$ cat src/rtl/i2c_master_read_byte.sv
// Purpose: reads one DATA_WIDTH-bit byte MSB first through a bit-read sub-unit,
//          then drives the ACK/NACK slot through a bit-write sub-unit.
// Ports:   clock/reset_n; go/ack_in/finish/data toward the transaction controller;
//          bit_read_* and bit_write_* handshakes; scl muxed toward the pad logic.
`timescale 1ns/1ps
module i2c_master_read_byte #(
    parameter int DATA_WIDTH = 8
) (
    input  logic                  clock,
    input  logic                  reset_n,
    input  logic                  go,
    input  logic                  ack_in,
    output logic                  finish,
    output logic [DATA_WIDTH-1:0] data,
    output logic                  bit_read_go,
    input  logic                  bit_read_finish,
    input  logic                  bit_read_data,
    input  logic                  bit_read_scl,
    output logic                  bit_write_go,
    output logic                  bit_write_data,
    input  logic                  bit_write_finish,
    input  logic                  bit_write_scl,
    output logic                  scl
);

    localparam int CNT_W = (DATA_WIDTH > 1) ? $clog2(DATA_WIDTH) : 1;
    localparam logic [CNT_W-1:0] LAST_BIT = CNT_W'(DATA_WIDTH - 1);

    typedef enum logic [2:0] {
        IDLE,
        READ,
        READ_GAP,
        ACK,
        DONE
    } state_t;

    state_t                state;
    state_t                state_nxt;
    logic [CNT_W-1:0]      bit_cnt;
    logic [DATA_WIDTH-1:0] shift;
    logic                  ack_bit;
    logic                  scl_hold;

    assign bit_write_data = ack_bit;

    // Next state and outputs. Sub-unit go outputs are gated by go so an abort
    // removes the request in the same cycle go falls.
    always_comb begin
        state_nxt    = state;
        bit_read_go  = 1'b0;
        bit_write_go = 1'b0;
        finish       = 1'b0;
        scl          = scl_hold;
        case (state)
            IDLE: begin
                // finish is never high in IDLE, so go alone starts a byte
                if (go) begin
                    state_nxt = READ;
                end
            end
            READ: begin
                bit_read_go = go;
                scl         = bit_read_scl;
                if (!go) begin
                    state_nxt = IDLE;
                end else if (bit_read_finish) begin
                    state_nxt = (bit_cnt == LAST_BIT) ? ACK : READ_GAP;
                end
            end
            READ_GAP: begin
                // one cycle with bit_read_go low so the sub-unit rearms
                scl = 1'b0;
                state_nxt = go ? READ : IDLE;
            end
            ACK: begin
                bit_write_go = go;
                scl          = bit_write_scl;
                if (!go) begin
                    state_nxt = IDLE;
                end else if (bit_write_finish) begin
                    state_nxt = DONE;
                end
            end
            DONE: begin
                finish = 1'b1;
                scl    = 1'b0;
                if (!go) begin
                    state_nxt = IDLE;
                end
            end
            default: begin
                state_nxt = IDLE;
            end
        endcase
    end

    always_ff @(posedge clock or negedge reset_n) begin
        if (!reset_n) begin
            state    <= IDLE;
            bit_cnt  <= '0;
            shift    <= '0;
            data     <= '0;
            ack_bit  <= 1'b1;
            scl_hold <= 1'b1;
        end else begin
            state <= state_nxt;
            // remember the last driven SCL so IDLE keeps the line steady
            if (state != IDLE) begin
                scl_hold <= scl;
            end
            case (state)
                IDLE: begin
                    if (go) begin
                        bit_cnt <= '0;
                        shift   <= '0;
                        ack_bit <= ack_in;
                    end
                end
                READ: begin
                    if (go && bit_read_finish) begin
                        shift <= {shift[DATA_WIDTH-2:0], bit_read_data};
                        if (bit_cnt == LAST_BIT) begin
                            // publish the byte including the bit arriving now;
                            // the counter stays put and is cleared on the next start
                            data <= {shift[DATA_WIDTH-2:0], bit_read_data};
                        end else begin
                            bit_cnt <= bit_cnt + 1'b1;
                        end
                    end
                end
                default: begin
                end
            endcase
        end
    end

endmodule

$ cat config.mk
export PLATFORM = sky130hd
export DESIGN_NAME = i2c_master_read_byte
export DESIGN_NICKNAME = d
export VERILOG_FILES = /design/src/rtl/i2c_master_read_byte.sv
export SDC_FILE = /design/constraint.sdc
export NUM_CORES = 1
export LEC_CHECK = 0
export BUFFER_PORTS_ARGS = -buffer_cell sky130_fd_sc_hd__clkbuf_2
export CORE_UTILIZATION = 53
export CTS_BUF_LIST = sky130_fd_sc_hd__clkbuf_8 sky130_fd_sc_hd__clkbuf_16
export DETAILED_ROUTE_END_ITERATION = 7
export GPL_ROUTABILITY_DRIVEN = 0
export PLACE_DENSITY = 0.76
export SETUP_SLACK_MARGIN = 0.4
export SKIP_LAST_GASP = 1
export SYNTH_ARGS = -nofsm -noshare
export SYNTH_HDL_FRONTEND = slang
export SYNTH_SLANG_ARGS = --single-unit
$ cat constraint.sdc
create_clock -name clock -period 2.2 [get_ports clock]
set_input_delay 0.44 -clock clock [delete_from_list [all_inputs] [get_ports clock]]
set_output_delay 0.44 -clock clock [all_outputs]
set_load 0.005 [all_outputs]
==> impl_metrics.csv <==
group,metric,value,unit
synth,ys_ff_latch,23,
power_and_ir_drop,power_density,715.0,mW/mm^2
power_and_ir_drop,peakVddDrop,0.0004237,V
sta,fmax,558.1,MHz
sta,setup_violations,0,
sta,drv_slew,0,
synth,synth.top_cell.area_share,0.4784,
grt,antenna_found_initial,0,
clocking,cts_sinks,23,
setup_path,worstPathArrival,1.35,ns
clocking,cts_buffers,3,
routing,routedWlPerCell,12.00,um
floorplan,rows,16,
grt,grt.overflow.total,0,
routing,drt_iter0_markers,7,
setup_path,path_max_fanout,4,
grt,grt_usage,0.1713,
sta,slew-limit-headroom,0.4339,
placed_design,dpl.cell_count,141,
power_and_ir_drop,p_leak,0.6787,nW
setup_path,path_class,"register to output pin",
routing,antenna_left,0,
flow_run,cap_violations,0,
sta,period_share,0.8144,
floorplan,design.die.area,0.002259,mm^2
floorplan,die_h,47.53,um
synth,synth_nets,106,
synth,synth_area,0.001099,mm^2
synth,synthCells,95,
clocking,cts_buffer_depth,2,
setup_path,critPathRequiredTime,1.76,ns
finish,final_area,0.001292,mm^2
routing,vias,728,
sta,hold_viol,0,
synth,yosys_warnings,0,
clocking,clock_latency,0.26,ns
synth,synth_area_leaders,"dfrtp_1, mux2_2, mux2i_1, dfstp_2, inv_1",
finish,layout.nets,132,
synth,synth_top_area_cell,"dfrtp_1",
sta,rsz0062_at_grt,"yes",
floorplan,start_util,0.5599,
clocking,hold_buffers,0,
grt,grt_start_max_net_pins,24,
placed_design,portBuffers,21,
floorplan,fp.coreArea,0.001962,mm^2
clocking,cts_max_level,1,
clocking,clockRootBuffer,"clkbuf_8",
clocking,clkTransAtPathRegs,0.08,ns
sta,worstMarginPinSlew,0.8474,ns
floorplan,ioPinCount,22,
power_and_ir_drop,p_total,0.9241,mW
sta,tns,0,ns
finish,area_growth,17.65,%
sta,period_minus_slack,1.792,ns
synth,synth-seq-area-share,0.5262,
setup_path,end_kind,"output pin",
finish,final_cell_mix,"clkbuf_2, dfrtp_1, inv_1, nand2_1, mux2_2",
finish,final_common_cell,"clkbuf_2",
synth,synth.distinct_cells,25,
routing,drc,0,
routing,first_pass_iters,5,
setup_path,crit_path_start_kind,"register",
finish,drive_gt1_frac,0.3917,
routing,wirelength,1.764,mm
finish,n_antenna_cell,0,
synth,syn_avg_cell_area,11.56,um^2
routing,avgViaCountPerCell,4.952,
grt,grt_pass1_vias,620,
clocking,cts_tree,"done",
placed_design,place_area,0.001219,mm^2
sta,fin_skew,0.001405,ns
floorplan,die_w,47.53,um
status,status,"finished, final reports clean",
worst_hold_path,min-delay-path-class,"input port to asynchronous set/reset pin",
finish,utilization,0.6588,
grt,grt_pass1_wl,2.580,mm
placed_design,place_hpwl,1.253,mm
finish,final_cell_count_no_fill,147,
==> where the power goes <==
part | switching, mW | internal [mW]
logic | 0.0807 | 0.0860
registers | 0.0312 | 0.471
clock network | 0.131 | 0.125
==> state kept, by name (all words and copies together), names as in the netlist <==
signal          flops
data                8
shift               7
bit_cnt             3
state               3
bit_write_data      1
scl_hold            1
==> per-stage QoR <==
stage,worst slack (ns),hold WS [ns]
floorplan,0.6261,0.1444
global placement,0.4665,0.4571
detailed placement,0.4395,0.4537
CTS,0.3930,0.1649
global route,0.3432,0.1954
finish,0.4084,0.1476
==> cell usage after synthesis <==
library cell	n
nand2_1	10
a21oi_1	1
mux2_2	11
a22o_1	2
buf_6	2
ha_1	2
or3b_4	1
inv_1	11
nor2_4	1
nor2_1	4
and2_1	3
mux2i_1	9
a21oi_2	1
clkbuf_1	1
a21o_1	1
dfrtp_1	21
nor3b_1	2
xor2_1	1
o21bai_1	1
nand2b_1	2
o32ai_1	1
nand3_1	1
nor3_1	1
nor2b_1	3
dfstp_2	2
==> layer usage <==
| metal | up-vias | global-route usage | routed length [um] |
|---|---|---|---|
| li1 | 360 | - | - |
| met1 | 347 | 0.1805 | 807 |
| met2 | 17 | 0.3123 | 861 |
| met3 | 4 | 0.03396 | 62 |
| met4 | 0 | 0.1029 | 32 |
| met5 | - | 0 | 0 |
==> critical path, cell delays in order (launching register included) <==
cell and delay, ns:
dfrtp_2 0.44, mux2_4 0.31, a22o_1 0.23, clkbuf_2 0.11
==> layout make-up <==
type	count	area (um^2)
clock buffer	3	41.29
clock inverter	1	3.754
fill	167	669.4
inverter	11	41.29
multi-input combinational	58	464.2
sequential	23	580.6
tap	27	33.78
timing repair buffer	24	127.6
==> kinds of logic after synthesis <==
logic type	Yosys count	synth area share
flip-flops	23	0.5262
XOR/XNOR	1	0.007974
AND/OR/NAND/NOR	28	0.1367
AO/OA/AOI/OAI	7	0.05012
adder cells (fa/ha/maj)	2	0.02278
buffers and inverters	14	0.06150
multiplexers	20	0.1948
==> repair_timing <==
action,in CTS,in global routing
gates resized for setup,2,3
setup endpoints to repair,2,4
setup buffers,2,0
==> path summary, 6_finish.rpt <==
path                               startpoint  cells past startpoint  slack [ns]       end
worst max-delay path                 state[1]                      3        0.41       scl
worst min-delay path                  reset_n                      1        0.15  state[1]
worst max register to register       state[1]                      4        0.46   data[3]
worst min register to register        data[5]                      1        0.51   data[5]
max in group asynchronous             reset_n                      1        1.65  state[0]
min in group clock              bit_read_data                      3        0.40  shift[0]
No activity file was read; power rests on OpenSTA's default activity.
